--- src/rtl/wash_pkg.sv ---
// Shared constants for the wash timer/level stimulus block: timer state
// codes, default durations and default counter widths.
package wash_pkg;

    localparam logic [2:0] ST_IDLE       = 3'd0;
    localparam logic [2:0] ST_CYCLE_RUN  = 3'd1;
    localparam logic [2:0] ST_CYCLE_DONE = 3'd2;
    localparam logic [2:0] ST_SPIN_RUN   = 3'd3;
    localparam logic [2:0] ST_SPIN_DONE  = 3'd4;

    typedef enum logic [2:0] {
        IDLE       = ST_IDLE,
        CYCLE_RUN  = ST_CYCLE_RUN,
        CYCLE_DONE = ST_CYCLE_DONE,
        SPIN_RUN   = ST_SPIN_RUN,
        SPIN_DONE  = ST_SPIN_DONE
    } timer_state_e;

    localparam int DEF_TICK_DIV  = 4;
    localparam int DEF_CYCLE_SEC = 3;
    localparam int DEF_SPIN_SEC  = 2;
    localparam int DEF_LEVEL_MAX = 5;

    localparam int DEF_TW = 8;
    localparam int DEF_LW = 4;

endpackage

--- src/rtl/wash_timer_level_unit_if.sv ---
// Controller-facing bundle: actuator commands in, sensor/timeout indications out.
interface wash_timer_level_unit_if
    import wash_pkg::*;
#(
    parameter int TW = DEF_TW,
    parameter int LW = DEF_LW
);

    logic          fill_valve_on;
    logic          drain_valve_on;
    logic          cycle_en;
    logic          spin_en;
    logic          filled;
    logic          drained;
    logic          cycle_timeout;
    logic          spin_timeout;
    logic [LW-1:0] level;
    logic [TW-1:0] seconds_left;

    // Controller side drives the actuators and watches the sensors.
    modport master (
        output fill_valve_on, drain_valve_on, cycle_en, spin_en,
        input  filled, drained, cycle_timeout, spin_timeout, level, seconds_left
    );

    modport slave (
        input  fill_valve_on, drain_valve_on, cycle_en, spin_en,
        output filled, drained, cycle_timeout, spin_timeout, level, seconds_left
    );

endinterface

--- src/rtl/wash_tick_gen.sv ---
// Free-running prescaler: one-clock tick every TICK_DIV clocks, the first one
// in clock TICK_DIV after reset release.
module wash_tick_gen
    import wash_pkg::*;
#(
    parameter int TICK_DIV = DEF_TICK_DIV
) (
    input  logic clk,
    input  logic reset,
    output logic tick_o
);

    localparam int            CW   = (TICK_DIV > 1) ? $clog2(TICK_DIV) : 1;
    localparam logic [CW-1:0] LAST = CW'(TICK_DIV - 1);

    logic [CW-1:0] tick_cnt_q;
    logic [CW-1:0] tick_cnt_d;

    always_comb begin
        tick_cnt_d = tick_cnt_q + CW'(1);
        if (tick_cnt_q == LAST) begin
            tick_cnt_d = '0;
        end
    end

    always_ff @(posedge clk) begin
        if (reset) begin
            tick_cnt_q <= '0;
        end else begin
            tick_cnt_q <= tick_cnt_d;
        end
    end

    assign tick_o = (tick_cnt_q == LAST);

endmodule

--- src/rtl/wash_timer_level_unit.sv ---
// Stimulus stage for the washing-machine controller: models water level from
// the valve commands and times agitation/spin phases in prescaled seconds.
module wash_timer_level_unit
    import wash_pkg::*;
#(
    parameter int TICK_DIV  = DEF_TICK_DIV,
    parameter int CYCLE_SEC = DEF_CYCLE_SEC,
    parameter int SPIN_SEC  = DEF_SPIN_SEC,
    parameter int LEVEL_MAX = DEF_LEVEL_MAX,
    parameter int TW        = DEF_TW,
    parameter int LW        = DEF_LW
) (
    input  logic                    clk,
    input  logic                    reset,
    wash_timer_level_unit_if.slave  bus
);

    localparam logic [LW-1:0] LVL_FULL  = LW'(LEVEL_MAX);
    localparam logic [TW-1:0] CYCLE_CNT = TW'(CYCLE_SEC);
    localparam logic [TW-1:0] SPIN_CNT  = TW'(SPIN_SEC);

    logic tick;

    wash_tick_gen #(
        .TICK_DIV (TICK_DIV)
    ) u_tick_gen (
        .clk    (clk),
        .reset  (reset),
        .tick_o (tick)
    );

    logic [LW-1:0] level_q;
    logic [LW-1:0] level_d;
    logic          fill_only;
    logic          drain_only;

    assign fill_only  = bus.fill_valve_on && !bus.drain_valve_on;
    assign drain_only = bus.drain_valve_on && !bus.fill_valve_on;

    // Both valves open (or neither) leaves the level untouched.
    always_comb begin
        level_d = level_q;
        if (tick) begin
            if (fill_only && (level_q < LVL_FULL)) begin
                level_d = level_q + LW'(1);
            end else if (drain_only && (level_q != '0)) begin
                level_d = level_q - LW'(1);
            end
        end
    end

    always_ff @(posedge clk) begin
        if (reset) begin
            level_q <= '0;
        end else begin
            level_q <= level_d;
        end
    end

    timer_state_e  state_q;
    timer_state_e  state_d;
    timer_state_e  done_state;
    logic [TW-1:0] count_q;
    logic [TW-1:0] count_d;
    logic          run_en;

    assign run_en     = (state_q == CYCLE_RUN) ? bus.cycle_en : bus.spin_en;
    assign done_state = (state_q == CYCLE_RUN) ? CYCLE_DONE : SPIN_DONE;

    always_comb begin
        state_d = state_q;
        count_d = count_q;
        case (state_q)
            IDLE: begin
                count_d = '0;
                if (bus.cycle_en) begin
                    state_d = CYCLE_RUN;
                    count_d = CYCLE_CNT;
                end else if (bus.spin_en) begin
                    state_d = SPIN_RUN;
                    count_d = SPIN_CNT;
                end
            end
            CYCLE_RUN, SPIN_RUN: begin
                // Dropping the enable aborts silently, even on a tick clock.
                if (!run_en) begin
                    state_d = IDLE;
                    count_d = '0;
                end else if (count_q == '0) begin
                    state_d = done_state;
                end else if (tick) begin
                    if (count_q == TW'(1)) begin
                        state_d = done_state;
                        count_d = '0;
                    end else begin
                        count_d = count_q - TW'(1);
                    end
                end
            end
            CYCLE_DONE: begin
                count_d = '0;
                if (!bus.cycle_en) begin
                    state_d = IDLE;
                end
            end
            SPIN_DONE: begin
                count_d = '0;
                if (!bus.spin_en) begin
                    state_d = IDLE;
                end
            end
            default: begin
                state_d = IDLE;
                count_d = '0;
            end
        endcase
    end

    always_ff @(posedge clk) begin
        if (reset) begin
            state_q <= IDLE;
            count_q <= '0;
        end else begin
            state_q <= state_d;
            count_q <= count_d;
        end
    end

    assign bus.filled        = (level_q == LVL_FULL);
    assign bus.drained       = (level_q == '0);
    assign bus.cycle_timeout = (state_q == CYCLE_DONE);
    assign bus.spin_timeout  = (state_q == SPIN_DONE);
    assign bus.level         = level_q;
    assign bus.seconds_left  = count_q;

endmodule
--- src/flat_wrapper.sv ---
// flat-port wrapper written by rule: the top's interface ports become plain ports
module wash_timer_level_unit_flat import wash_pkg::*;
#(
    parameter int TICK_DIV  = DEF_TICK_DIV,
    parameter int CYCLE_SEC = DEF_CYCLE_SEC,
    parameter int SPIN_SEC  = DEF_SPIN_SEC,
    parameter int LEVEL_MAX = DEF_LEVEL_MAX,
    parameter int TW        = DEF_TW,
    parameter int LW        = DEF_LW
)
  (clk, reset, bus_fill_valve_on, bus_drain_valve_on, bus_cycle_en, bus_spin_en, bus_filled, bus_drained, bus_cycle_timeout, bus_spin_timeout, bus_level, bus_seconds_left);
  wash_timer_level_unit_if #(.TW(TW), .LW(LW)) bus_i ();
  input  logic clk;
  input  logic reset;
  input wire logic [$bits(bus_i.fill_valve_on)-1:0] bus_fill_valve_on;
  input wire logic [$bits(bus_i.drain_valve_on)-1:0] bus_drain_valve_on;
  input wire logic [$bits(bus_i.cycle_en)-1:0] bus_cycle_en;
  input wire logic [$bits(bus_i.spin_en)-1:0] bus_spin_en;
  output wire logic [$bits(bus_i.filled)-1:0] bus_filled;
  output wire logic [$bits(bus_i.drained)-1:0] bus_drained;
  output wire logic [$bits(bus_i.cycle_timeout)-1:0] bus_cycle_timeout;
  output wire logic [$bits(bus_i.spin_timeout)-1:0] bus_spin_timeout;
  output wire logic [$bits(bus_i.level)-1:0] bus_level;
  output wire logic [$bits(bus_i.seconds_left)-1:0] bus_seconds_left;
  assign bus_i.fill_valve_on = bus_fill_valve_on;
  assign bus_i.drain_valve_on = bus_drain_valve_on;
  assign bus_i.cycle_en = bus_cycle_en;
  assign bus_i.spin_en = bus_spin_en;
  assign bus_filled = bus_i.filled;
  assign bus_drained = bus_i.drained;
  assign bus_cycle_timeout = bus_i.cycle_timeout;
  assign bus_spin_timeout = bus_i.spin_timeout;
  assign bus_level = bus_i.level;
  assign bus_seconds_left = bus_i.seconds_left;
  wash_timer_level_unit #(.TICK_DIV(TICK_DIV), .CYCLE_SEC(CYCLE_SEC), .SPIN_SEC(SPIN_SEC), .LEVEL_MAX(LEVEL_MAX), .TW(TW), .LW(LW)) u_core (.clk(clk), .reset(reset), .bus(bus_i));
endmodule
--- config.mk ---
export PLATFORM = sky130hd
export DESIGN_NAME = wash_timer_level_unit_flat
export DESIGN_NICKNAME = d
export VERILOG_FILES = /design/src/rtl/wash_pkg.sv /design/src/rtl/wash_timer_level_unit_if.sv /design/src/rtl/wash_tick_gen.sv /design/src/rtl/wash_timer_level_unit.sv /design/src/flat_wrapper.sv
export SDC_FILE = /design/constraint.sdc
export NUM_CORES = 1
export LEC_CHECK = 0
export ABC_AREA = 1
export BUFFER_PORTS_ARGS = -buffer_cell sky130_fd_sc_hd__buf_2
export CORE_AREA = 3 3 55 57
export CTS_BUF_LIST = sky130_fd_sc_hd__clkbuf_4
export CTS_CLUSTER_DIAMETER = 40
export DETAILED_ROUTE_END_ITERATION = 8
export DIE_AREA = 0 0 58 60
export GPL_TIMING_DRIVEN = 0
export HOLD_SLACK_MARGIN = 0.05
export PLACE_DENSITY = 0.69
export SYNTH_ARGS = -nofsm -noshare
export SYNTH_HDL_FRONTEND = slang
export SYNTH_SLANG_ARGS = --single-unit
--- constraint.sdc ---
create_clock -name clk -period 3.5 [get_ports clk]
set_clock_uncertainty 0.2 [all_clocks]
set_input_delay 0.525 -clock clk [delete_from_list [all_inputs] [get_ports clk]]
set_output_delay 0.525 -clock clk [all_outputs]
set_load 0.01 [all_outputs]
# [Word level (Yosys, flattened, before mapping)]
# Index checks and enable logic that the tools add are counted.
[op_classes] addsub=4 multipliers=0 div=0 n_lt_le_gt_ge=1 eq_ne=14 shift=0 muxes=20 n_bitwise=0 n_reduce_logical=16
[ops] operator="8-bit 2-to-1 mux" count=5
[ops] operator="3-bit 2-to-1 mux" count=9
[ops] operator="8-bit case mux with 2 select lines" count=1
[ops] operator="3-bit case mux with 4 select lines" count=1
[ops] operator="8-bit by 1-bit == test with 1-bit output (second input constant)" count=1
[ops] operator="8-bit logical NOT" count=1
[ops] operator="4-bit 2-to-1 mux" count=2
[ops] operator="8-bit by 1-bit subtractor with 8-bit output (second input constant)" count=1
[ops] operator="3-bit by 2-bit == test with 1-bit output (second input constant)" count=2
[ops] operator="3-bit != test (second input constant)" count=2
[ops] operator="5-bit AND reduction" count=1
[ops] operator="4-bit by 1-bit adder with 4-bit output (second input constant)" count=1
[ops] operator="4-bit by 3-bit == test with 1-bit output (second input constant)" count=1
[ops] operator="1-bit logical AND" count=4
[ops] operator="4-bit logical NOT" count=1
[ops] operator="4-bit by 3-bit less-than comparator with 1-bit output (second input constant)" count=1
[ops] operator="2-bit != test (second input constant)" count=2
[ops] operator="4-bit by 3-bit != test with 1-bit output (second input constant)" count=1
[ops] operator="4-bit != test (second input constant)" count=1
[ops] operator="2-bit AND reduction" count=2
[ops] operator="4-bit nonzero test" count=1
[ops] operator="2-bit OR reduction" count=2
[ops] operator="4-bit by 1-bit subtractor with 4-bit output (second input constant)" count=1
[ops] operator="3-bit by 1-bit == test with 1-bit output (second input constant)" count=1
[ops] operator="9 further kinds" count=10
[word_totals] register_bits=17 latchBits=0 ram_bits=0 rom_bits=0 in_bits=6 output_inout_bits=16 word_cells=59 memories=0

# [Depth between registers and ports, before layout]
# Gate-level depths: netlist of the first run.
[depth] word_depth=7 mapped_depth=10 depth_no_buf=10

# [By module]
# A second synthesis of the first run with hierarchy kept.
[hier_totals] cells_unflattened=187 hier_area_um2=1177.4
[modules_own_cells] module="wash_timer_level_unit" n_inst=1 cells_per_inst=178 area_per_inst_um2=1102.3 seq_area_each_um2=300.3
[modules_own_cells] module="wash_tick_gen" n_inst=1 cells_per_inst=9 area_per_inst_um2=75.1 seq_area_each_um2=40.0

# [Worst setup path after synthesis of the first run]
# Ideal clock, no wire load.
[synth_path] kind="input port to flip-flop" startpoint="input bus_fill_valve_on" endpoint="register u_core.level_q[3] (netlist: u_core.bus.level[3])" setup_ns=0.118 arrival_ns=1.542 required_ns=3.182 slack_ns=1.640 stages=8 n_path_buf=0 path_cell_list="nand2_1 > nor2_1 > nand2_1 > ha_1 > a21oi_1 > nand2_1 > nor3_1 > nor2_1"
[synth_via] elab_chain_len=5 word_cells_on_any_way=8 cone_classes="1 x mux; 7 x reduce/logical"
[synth_lines] item="start: declaration" line_no="flat_wrapper.sv:15" source="input wire logic [$bits(bus_i.fill_valve_on)-1:0] bus_fill_valve_on;"
[synth_lines] item="1-bit logical NOT" line_no="wash_timer_level_unit.sv:38" source="assign drain_only = bus.drain_valve_on && !bus.fill_valve_on;"
[synth_lines] item="1-bit logical AND" line_no="wash_timer_level_unit.sv:38"
[synth_lines] item="1-bit logical AND" line_no="wash_timer_level_unit.sv:46" source="end else if (drain_only && (level_q != '0)) begin"
[synth_lines] item="2-bit nonzero test (no source line)"
[synth_lines] item="2-bit AND reduction (no source line)"
[synth_lines] item="end signal: assignment" line_no="wash_timer_level_unit.sv:56" source="level_q <= level_d;"
[synth_lines] item="end: declaration" line_no="wash_timer_level_unit.sv:32" source="logic [LW-1:0] level_q;"
# Several ways; a longest one is shown, not always the timed one.
# A chain may end at the register's enable or synchronous reset.

# [Worst setup path in the final report of the first run]
[layout_path] startpoint="register u_core.level_q[1] (netlist: u_core.bus.level[1])" endpoint="register u_core.level_q[3] (netlist: u_core.bus.level[3])"
[layout_via] elab_chain_len=4 word_cells_on_any_way=10 cone_classes="2 x add/sub; 1 x order compare; 2 x mux; 5 x reduce/logical"
[layout_lines] item="4-bit by 3-bit less-than comparator with 1-bit output or 4-bit nonzero test (tied branches)" line_no="wash_timer_level_unit.sv:44, wash_timer_level_unit.sv:46"
[layout_lines] item="1-bit logical AND (on tied branches)" line_no="wash_timer_level_unit.sv:44, wash_timer_level_unit.sv:46"
[layout_lines] item="2-bit nonzero test (no source line)"
[layout_lines] item="2-bit AND reduction (no source line)"
# Several ways; a longest one is shown, not always the timed one. The select of a mux whose other input is x is not followed.

==> results of run 1 <==
-- registers in the layout, summed over array words and instances (netlist names) --
register	count
u_core.state_q	3
u_core.bus.level	4
u_core.u_tick_gen.tick_cnt_q	2
u_core.bus.seconds_left	8
-- report_power, final --
part,internal (mW),switching [mW]
logic,0.119,0.194
registers,0.218,0.0294
clock network,0.0521,0.0602
-- how the worst max path moves through the flow --
stage	from	endpoint	depth (start not counted)
after floorplan	bus_fill_valve_on	u_core.bus.level[3]	8
after global placement	bus_fill_valve_on	u_core.bus.level[3]	9
after detailed placement	bus_fill_valve_on	u_core.bus.level[3]	9
after CTS	u_core.bus.level[1]	u_core.bus.level[3]	9
after global routing	u_core.bus.level[1]	u_core.bus.level[3]	9
final	u_core.bus.level[1]	u_core.bus.level[3]	9
-- logic make-up after synthesis --
kind of cell | share of synthesized area (%)
buf+inv | 9.87
xor+xnor | 1.54
simple gates | 40.7
compound gates | 10.9
flops | 29.8
fa+ha+maj | 7.24
-- worst register-to-register path, delay by kind of cell, from the launching register on --
| family | cells | cell delay [ns] |
|---|---|---|
| buffers and inverters | 1 | 0.11 |
| adder cells (fa/ha/maj) | 1 | 0.29 |
| AO/OA/AOI/OAI | 1 | 0.15 |
| flip-flops | 1 | 0.44 |
| AND/OR/NAND/NOR | 6 | 0.63 |
-- metal layers --
metal  up-vias  global-route usage, %  wire [um]
met3         4                   4.10         99
met2        20                   25.6       1200
met5         -                      0          0
met4         0                   5.63         23
met1       538                   17.4       1090
li1        603                      -          -
-- cells in the final DEF, fill, tap and decap left out, types with 2 or more instances in the layout --
cell type / synthesis / layout
sky130_fd_sc_hd__nand3b_1: 2 / 2
sky130_fd_sc_hd__a21oi_2: 2 / 2
sky130_fd_sc_hd__nor2_1: 15 / 15
sky130_fd_sc_hd__nand2_1: 36 / 36
sky130_fd_sc_hd__nand3_1: 19 / 19
sky130_fd_sc_hd__clkbuf_4: 0 / 4
sky130_fd_sc_hd__inv_2: 6 / 6
sky130_fd_sc_hd__nand4_1: 4 / 4
sky130_fd_sc_hd__o21ai_1: 3 / 3
sky130_fd_sc_hd__clkinv_1: 2 / 2
sky130_fd_sc_hd__inv_1: 17 / 17
sky130_fd_sc_hd__ha_1: 5 / 5
sky130_fd_sc_hd__dfxtp_1: 17 / 17
sky130_fd_sc_hd__nand3_2: 2 / 2
sky130_fd_sc_hd__a21oi_1: 14 / 14
sky130_fd_sc_hd__buf_2: 0 / 20
sky130_fd_sc_hd__nor3_1: 6 / 6
sky130_fd_sc_hd__nand2_2: 5 / 5
-- cell type report --
| class | count | area, um2 |
|---|---|---|
| Timing Repair Buffer | 20 | 100 |
| Tap cell | 30 | 37.5 |
| Sequential cell | 17 | 340 |
| Multi-Input combinational cell | 124 | 688 |
| Inverter | 25 | 93.8 |
| Buffer | 3 | 18.8 |
| Fill cell | 275 | 1210 |
| Clock buffer | 4 | 30.0 |
-- synth_stat cells, types with 2 or more instances --
library cell               instances  area share, %
sky130_fd_sc_hd__nand2_1          36             12
sky130_fd_sc_hd__nand3_1          19            8.3
sky130_fd_sc_hd__dfxtp_1          17             30
sky130_fd_sc_hd__inv_1            17            5.6
sky130_fd_sc_hd__nor2_1           15            4.9
sky130_fd_sc_hd__a21oi_1          14            6.1
sky130_fd_sc_hd__inv_2             6            2.0
sky130_fd_sc_hd__nor3_1            6            2.6
sky130_fd_sc_hd__ha_1              5            5.5
sky130_fd_sc_hd__nand2_2           5            2.7
sky130_fd_sc_hd__nand4_1           4            2.2
sky130_fd_sc_hd__o21ai_1           3            1.3
sky130_fd_sc_hd__a21oi_2           2            1.5
sky130_fd_sc_hd__clkinv_1          2           0.66
sky130_fd_sc_hd__nand3_2           2            1.8
sky130_fd_sc_hd__nand3b_1          2            1.3
==> impl_table.tex, run 1 <==
\begin{tabular}{lr}
\hline
Metric & Value \\
\hline
\multicolumn{2}{l}{\textbf{Die}} \\
Die Area & 3480 um2 \\
Number of cell rows & 18 \\
DIE WIDTH & 58 um \\
Number of top-level pins & 22 \\
Core outline area & 2520 um2 \\
Die Span Y & 60 um \\
Initial Utilization & 45.2\% \\
\multicolumn{2}{l}{\textbf{Power and ir drop}} \\
Post-layout power & 0.672 mW \\
Leakage & 0.638 nW \\
Max VDD drop & 324 uV \\
Power density cells & 514 nW/um2 \\
\multicolumn{2}{l}{\textbf{Drt}} \\
Routed wire length & 2.41 mm \\
Routed wirelength normalized by instance count & 10.8 um \\
Vias & 1165 \\
DRC violation total after the first TritonRoute iteration & 52 \\
Remaining antenna violation count & 0 \\
Count of unresolved DRC violations after routing & 0 \\
First-pass iteration count of the detailed router & 4 \\
DR vias/cell & 5.22 \\
\multicolumn{2}{l}{\textbf{Worst setup path}} \\
Worst Reg-to-Reg Cells & 9 \\
Reg-to-reg critical path startpoint & u\_core.bus.level[1] \\
Standard cell with the maximum stage delay on the critical path & sky130\_fd\_sc\_hd\_\_dfxtp\_1 \\
CP max FO & 5 \\
Critical path class & reg2reg \\
Startpoint type of the worst setup path & flip-flop \\
Most common cell type on the critical path & sky130\_fd\_sc\_hd\_\_nand2\_1 \\
Worst flop-to-flop path endpoint & u\_core.bus.level[3] \\
Register-to-register path setup slack & 1.57 ns \\
Chain of cells forming the critical path & inv\_1, nand2\_1, nand3\_1, nand2\_1, ha\_1, a21oi\_1, nand2\_1, nor3\_1, nor2\_1 \\
Required time worst endpoint & 3.49 ns \\
CP Capture Type & flip-flop \\
Number of buffers and inverters on the critical path & 1 \\
Largest delay share family, worst path & simple AND/OR/NAND/NOR gates \\
Data arrival time at the worst-slack endpoint & 1.91 ns \\
Largest stage delay on the critical path & 0.44 ns \\
\multicolumn{2}{l}{\textbf{Clocking}} \\
Number of H-tree branching levels & 1 \\
Clock buffer count from CTS & 3 \\
Count of cells resized by post-cts repair & 0 \\
Clock Pin Slew Worst Setup and Hold Paths & 0.10 ns \\
Root buf cell & sky130\_fd\_sc\_hd\_\_clkbuf\_4 \\
Hold-fix buffers, CTS & 0 \\
Clock Tree Buf Depth & 2 \\
TritonCTS Sinks & 17 \\
Number of setup buffers added after CTS & 0 \\
Clock tree from TritonCTS & done \\
Clock Latency Late Sink & 0.30 ns \\
\multicolumn{2}{l}{\textbf{Synth}} \\
Number of storage elements in the synthesis netlist & 17 \\
Synthesized area per cell & 6.75 um2 \\
Register area share after synthesis & 29.8\% \\
Count of flip-flops with a built-in enable after synthesis & 0 \\
Syn. warnings & 0 \\
Number of cells produced by synthesis & 169 \\
Net count after synthesis & 181 \\
Unique masters post-synth & 30 \\
Post-synthesis cell area & 1140 um2 \\
Primary FF master, synth & sky130\_fd\_sc\_hd\_\_dfxtp\_1 \\
Fraction of synthesis flops using an asynchronous set or reset pin & 0\% \\
\multicolumn{2}{l}{\textbf{STA}} \\
Unrepaired setup endpoints after global routing & no \\
Setup TNS & 0 ns \\
Upper clock frequency limit & 0.519 GHz \\
Min Hold Slack & 0.241 ns \\
Remaining max-slew budget at the tightest pin & 68.8\% \\
Finish-stage setup viols & 0 \\
Transition at the pin with the smallest max-transition slack & 0.468 ns \\
Smallest setup slack after layout & 1.57 ns \\
Final hold viol count & 0 \\
Slew Viols, Final & 0 \\
Ratio of final minimum period to clock period & 55.0\% \\
Time the worst path needs with I/O delays and setup & 1.93 ns \\
\multicolumn{2}{l}{\textbf{Final layout}} \\
Design Area, Final & 1310 um2 \\
Share of layout cells above drive strength 1 & 22.8\% \\
Final net count & 206 \\
Total inserted antenna cells & 0 \\
Area overhead of the layout relative to synthesis & 14.7\% \\
Post-Route Utilization & 51.9\% \\
Non-filler instance count after layout & 223 \\
\multicolumn{2}{l}{\textbf{Global route}} \\
Global-route wire length before repair & 4.05 mm \\
Global-route congestion overflow total & 0 \\
Largest net degree at the start of global routing & 11 \\
Vias in the first global route & 1016 \\
GR Util All Layers & 14.8\% \\
Antenna violations before repair & 0 \\
\multicolumn{2}{l}{\textbf{Min path}} \\
Type of the worst min-delay path & reg2reg \\
Capture endpoint of the worst hold path & u\_core.u\_tick\_gen.tick\_cnt\_q[0] \\
Hold wc startpoint & u\_core.u\_tick\_gen.tick\_cnt\_q[0] \\
Count of cells along the worst hold path & 1 \\
\multicolumn{2}{l}{\textbf{Place}} \\
Minimum setup slack after placement & 1.42 ns \\
Detailed placement HPWL & 1.92 mm \\
\# port buffers & 20 \\
Final GP Congestion & 0.858 \\
Number of instances in the placed design & 219 \\
Post-detailed-placement cell area & 1280 um2 \\
\multicolumn{2}{l}{\textbf{Flow run}} \\
Number of max-cap violations & 0 \\
\multicolumn{2}{l}{\textbf{Status}} \\
Outcome & finished, final reports clean \\
\hline
\end{tabular}
(Power assumes the default switching activity.)
==> inputs of run 2 (changes only) <==
Settings changed: ABC_AREA 1 to 0, CORE_AREA 3 3 55 57 to 3 3 53 55, DIE_AREA 0 0 58 60 to 0 0 56 58.
Clock period 3.5 ns to 1.86 ns, I/O delays scaled along.
==> run 2 against run 1 <==
Compared with the run above:
- the flow now finishes with violations (negative setup slack)
- worst hold slack got worse by 0.036 ns
- sequential cell count unchanged
- register-to-register slack got worse by 1.6 ns
- largest power group unchanged
==> impl_table.tex, run 2 <==
\begin{tabular}{lr}
\hline
Metric & Value \\
\hline
\multicolumn{2}{l}{\textbf{Worst setup path}} \\
CP Capture Type & flip-flop (unchanged) \\
Reg-to-reg critical path startpoint & u\_core.state\_q[1] (was u\_core.bus.level[1]) \\
Worst flop-to-flop path endpoint & u\_core.bus.seconds\_left[7] (was u\_core.bus.level[3]) \\
Data arrival time at the worst-slack endpoint & 1.97 ns (was 1.91 ns) \\
Startpoint type of the worst setup path & flip-flop (unchanged) \\
Largest stage delay on the critical path & 0.38 ns (was 0.44 ns) \\
Required time worst endpoint & 1.90 ns (was 3.49 ns) \\
Worst setup startpoint & u\_core.state\_q[1] (was u\_core.bus.level[1]) \\
Worst Reg-to-Reg Cells & 7 (was 9) \\
Standard cell with the maximum stage delay on the critical path & sky130\_fd\_sc\_hd\_\_or3\_1 (was sky130\_fd\_sc\_hd\_\_dfxtp\_1) \\
Chain of cells forming the critical path & buf\_6, nand2b\_4, a211o\_1, or3\_1, buf\_6, a211o\_1, nand2\_1 (was inv\_1, nand2\_1, nand3\_1, nand2\_1, ha\_1, a21oi\_1, nand2\_1, nor3\_1, nor2\_1) \\
Register-to-register path setup slack & -0.07 ns (was 1.57 ns) \\
Number of buffers and inverters on the critical path & 2 (was 1) \\
Critical path class & reg2reg (unchanged) \\
Largest delay share family, worst path & simple AND/OR/NAND/NOR gates (unchanged) \\
Crit path capture & u\_core.bus.seconds\_left[7] (was u\_core.bus.level[3]) \\
CP max FO & 10 (was 5) \\
Count of cell instances traversed by the critical path & 7 (was 9) \\
\multicolumn{2}{l}{\textbf{Synth}} \\
Primary FF master, synth & sky130\_fd\_sc\_hd\_\_dfxtp\_1 (unchanged) \\
Net count after synthesis & 136 (was 181) \\
Register area share after synthesis & 32.4\% (was 29.8\%) \\
Area leader, netlist & sky130\_fd\_sc\_hd\_\_dfxtp\_1 (unchanged) \\
Post-synthesis cell area & 1050 um2 (was 1140 um2) \\
Count of flip-flops with a built-in enable after synthesis & 0 (unchanged) \\
Number of cells produced by synthesis & 124 (was 169) \\
Number of storage elements in the synthesis netlist & 17 (unchanged) \\
Fraction of synthesis flops using an asynchronous set or reset pin & 0\% (unchanged) \\
Top area cells in the synthesized netlist & sky130\_fd\_sc\_hd\_\_dfxtp\_1 32\%, sky130\_fd\_sc\_hd\_\_ha\_1 6.0\%, sky130\_fd\_sc\_hd\_\_xnor2\_1 5.0\% (was sky130\_fd\_sc\_hd\_\_dfxtp\_1 30\%, sky130\_fd\_sc\_hd\_\_nand2\_1 12\%, sky130\_fd\_sc\_hd\_\_nand3\_1 8.3\%) \\
Unique masters post-synth & 43 (was 30) \\
Syn. warnings & 0 (unchanged) \\
Most frequent cell after synthesis & sky130\_fd\_sc\_hd\_\_dfxtp\_1 (was sky130\_fd\_sc\_hd\_\_nand2\_1) \\
Share of Yosys cell area claimed by the top area cell type & 32.4\% (was 29.8\%) \\
Top post-synthesis cells by count & 17 x sky130\_fd\_sc\_hd\_\_dfxtp\_1, 12 x sky130\_fd\_sc\_hd\_\_nor2\_1, 10 x sky130\_fd\_sc\_hd\_\_a21oi\_1 (was 36 x sky130\_fd\_sc\_hd\_\_nand2\_1, 19 x sky130\_fd\_sc\_hd\_\_nand3\_1, 17 x sky130\_fd\_sc\_hd\_\_dfxtp\_1, 17 x sky130\_fd\_sc\_hd\_\_inv\_1, 15 x sky130\_fd\_sc\_hd\_\_nor2\_1) \\
Synthesized area per cell & 8.48 um2 (was 6.75 um2) \\
\multicolumn{2}{l}{\textbf{Global route}} \\
Antenna violations before repair & 0 (unchanged) \\
Largest net degree at the start of global routing & 11 (unchanged) \\
Global-route congestion overflow total & 0 (unchanged) \\
GR Util All Layers & 18.2\% (was 14.8\%) \\
Vias in the first global route & 1101 (was 1016) \\
Global-route wire length before repair & 4.71 mm (was 4.05 mm) \\
\multicolumn{2}{l}{\textbf{Die}} \\
Core outline area & 2430 um2 (was 2520 um2) \\
Die Area & 3250 um2 (was 3480 um2) \\
Die Span Y & 58 um (was 60 um) \\
Initial Utilization & 43.2\% (was 45.2\%) \\
DIE WIDTH & 56 um (was 58 um) \\
Number of top-level pins & 22 (unchanged) \\
Number of cell rows & 18 (unchanged) \\
\multicolumn{2}{l}{\textbf{Place}} \\
Detailed placement HPWL & 1.78 mm (was 1.92 mm) \\
\# port buffers & 21 (was 20) \\
Final GP Congestion & 0.816 (was 0.858) \\
\multicolumn{2}{l}{\textbf{STA}} \\
Min Hold Slack & 0.205 ns (was 0.241 ns) \\
Remaining max-slew budget at the tightest pin & 65.0\% (was 68.8\%) \\
Unrepaired setup endpoints after global routing & yes (was no) \\
Slew Viols, Final & 0 (unchanged) \\
Final hold viol count & 0 (unchanged) \\
Transition at the pin with the smallest max-transition slack & 0.524 ns (was 0.468 ns) \\
Ratio of final minimum period to clock period & 104\% (was 55.0\%) \\
Smallest setup slack after layout & -0.0671 ns (was 1.57 ns) \\
Time the worst path needs with I/O delays and setup & 1.93 ns (about the same) \\
Upper clock frequency limit & 0.519 GHz (about the same) \\
Finish-stage setup viols & 10 (was 0) \\
\multicolumn{2}{l}{\textbf{Drt}} \\
DR vias/cell & 5.59 (was 5.22) \\
Routed wire length & 3.01 mm (was 2.41 mm) \\
Remaining antenna violation count & 0 (unchanged) \\
Count of unresolved DRC violations after routing & 0 (unchanged) \\
Vias & 1090 (was 1165) \\
Routed wirelength normalized by instance count & 15.4 um (was 10.8 um) \\
First-pass iteration count of the detailed router & 4 (unchanged) \\
DRC violation total after the first TritonRoute iteration & 27 (was 52) \\
\multicolumn{2}{l}{\textbf{Final layout}} \\
Final net count & 178 (was 206) \\
Most frequent cells in the layout & 21 x sky130\_fd\_sc\_hd\_\_buf\_2, 14 x sky130\_fd\_sc\_hd\_\_buf\_4, 10 x sky130\_fd\_sc\_hd\_\_nor2\_1 (was 36 x sky130\_fd\_sc\_hd\_\_nand2\_1, 20 x sky130\_fd\_sc\_hd\_\_buf\_2, 19 x sky130\_fd\_sc\_hd\_\_nand3\_1) \\
Share of layout cells above drive strength 1 & 54.5\% (was 22.8\%) \\
Most frequent standard cell in the layout excluding fill and tap cells & sky130\_fd\_sc\_hd\_\_buf\_2 (was sky130\_fd\_sc\_hd\_\_nand2\_1) \\
Post-Route Utilization & 66.5\% (was 51.9\%) \\
Area overhead of the layout relative to synthesis & 53.8\% (was 14.7\%) \\
Total inserted antenna cells & 0 (unchanged) \\
Number of inserted filler cells in the final layout & 200 (was 275) \\
Number of flip-flops under the largest register name & 8 (unchanged) \\
\multicolumn{2}{l}{\textbf{Clocking}} \\
Clock Pin Slew Worst Setup and Hold Paths & 0.11 ns (was 0.10 ns) \\
Clock Tree Buf Depth & 2 (unchanged) \\
Clock tree from TritonCTS & done (unchanged) \\
Clock Latency Late Sink & 0.29 ns (was 0.30 ns) \\
Number of H-tree branching levels & 1 (unchanged) \\
TritonCTS Sinks & 17 (unchanged) \\
Root buf cell & sky130\_fd\_sc\_hd\_\_clkbuf\_4 (unchanged) \\
Clock buffer count from CTS & 3 (unchanged) \\
\multicolumn{2}{l}{\textbf{Power and ir drop}} \\
Post-layout power & 2.10 mW (was 0.672 mW) \\
Leakage & 0.672 nW (was 0.638 nW) \\
Power density cells & 1300 nW/um2 (was 514 nW/um2) \\
Max VDD drop & 935 uV (was 324 uV) \\
\multicolumn{2}{l}{\textbf{Status}} \\
Outcome & finished with violations (was finished, final reports clean) \\
Violations in the final reports & negative setup slack \\
\multicolumn{2}{l}{\textbf{Min path}} \\
Type of the worst min-delay path & in2reg (was reg2reg) \\
\multicolumn{2}{l}{\textbf{Flow run}} \\
Number of max-cap violations & 0 (unchanged) \\
\hline
\end{tabular}
-- run 2: what timing repair did --
action                     4_1_cts  5_1_grt
setup endpoints to repair       15       14
gates resized for setup         18       22
hold endpoints to repair         1        0
pin swaps                       11       19
hold buffers                     1        0
setup buffers                   11        6
-- run 2: worst min path at each step --
stage	startpoint	to	depth (start not counted)
CTS	bus_spin_en	u_core.bus.seconds_left[1]	5
global placement	u_core.u_tick_gen.tick_cnt_q[0]	u_core.u_tick_gen.tick_cnt_q[0]	1
detailed placement	u_core.u_tick_gen.tick_cnt_q[0]	u_core.u_tick_gen.tick_cnt_q[0]	1
global route	bus_cycle_en	u_core.state_q[1]	4
floorplan	reset	u_core.state_q[1]	1
finish	bus_cycle_en	u_core.state_q[1]	4
-- run 2: cells by family after synthesis --
kind of cell | Yosys count | synth area share (%)
buffers and inverters | 14 | 5.95
muxes | 2 | 1.90
and+or+nand+nor | 47 | 25.5
adders and majority gates | 6 | 7.86
AOI/OAI and AO/OA | 30 | 19.8
xor gates and xnor gates | 8 | 6.67
DFF | 17 | 32.4
-- run 2: tightest hold or removal path, delay by kind of cell --
kind                   cells  cell delay (ns)
XOR/XNOR                   1             0.08
buffers and inverters      1             0.15
AND/OR/NAND/NOR            1             0.08
AO/OA/AOI/OAI              1             0.06
-- run 2: final cells by class --
class / instances / area, um2 / share of cell area, %
repair buffers: 39 / 263 / 16.3
plain buffers: 4 / 33.8 / 2.09
flip-flops and latches: 17 / 367 / 22.7
multi-input cells: 93 / 853 / 52.8
clock inverters: 1 / 5.00 / 0.310
clock buffers: 3 / 22.5 / 1.39
well taps: 30 / 37.5 / 2.32
inverters: 8 / 35.0 / 2.17
-- run 2: per-stage QoR --
stage	worst slack (ns)	area, um2	cells	setup TNS [ns]
3_5_place_dp	-0.172	1270	175	-1.29
6_report	-0.0671	1620	195	-0.319
2_1_floorplan	-0.0432	1130	124	-0.0746
5_1_grt	-0.120	1620	195	-1.12
3_3_place_gp	-0.125	1270	175	-0.876
4_1_cts	-0.0700	1450	189	-0.294
-- run 2: per-layer routing --
| metal | vias up | GRT usage (%) | wire length [um] |
|---|---|---|---|
| met4 | 0 | 7.80 | 52 |
| met5 | - | 0 | 0 |
| met1 | 526 | 20.1 | 1230 |
| met3 | 8 | 3.12 | 97 |
| met2 | 29 | 34.2 | 1630 |
| li1 | 527 | - | - |
-- run 2: where the power goes --
| group | switching, mW | internal [mW] |
|---|---|---|
| clock network | 0.117 | 0.0800 |
| registers | 0.0576 | 0.440 |
| logic | 0.713 | 0.692 |
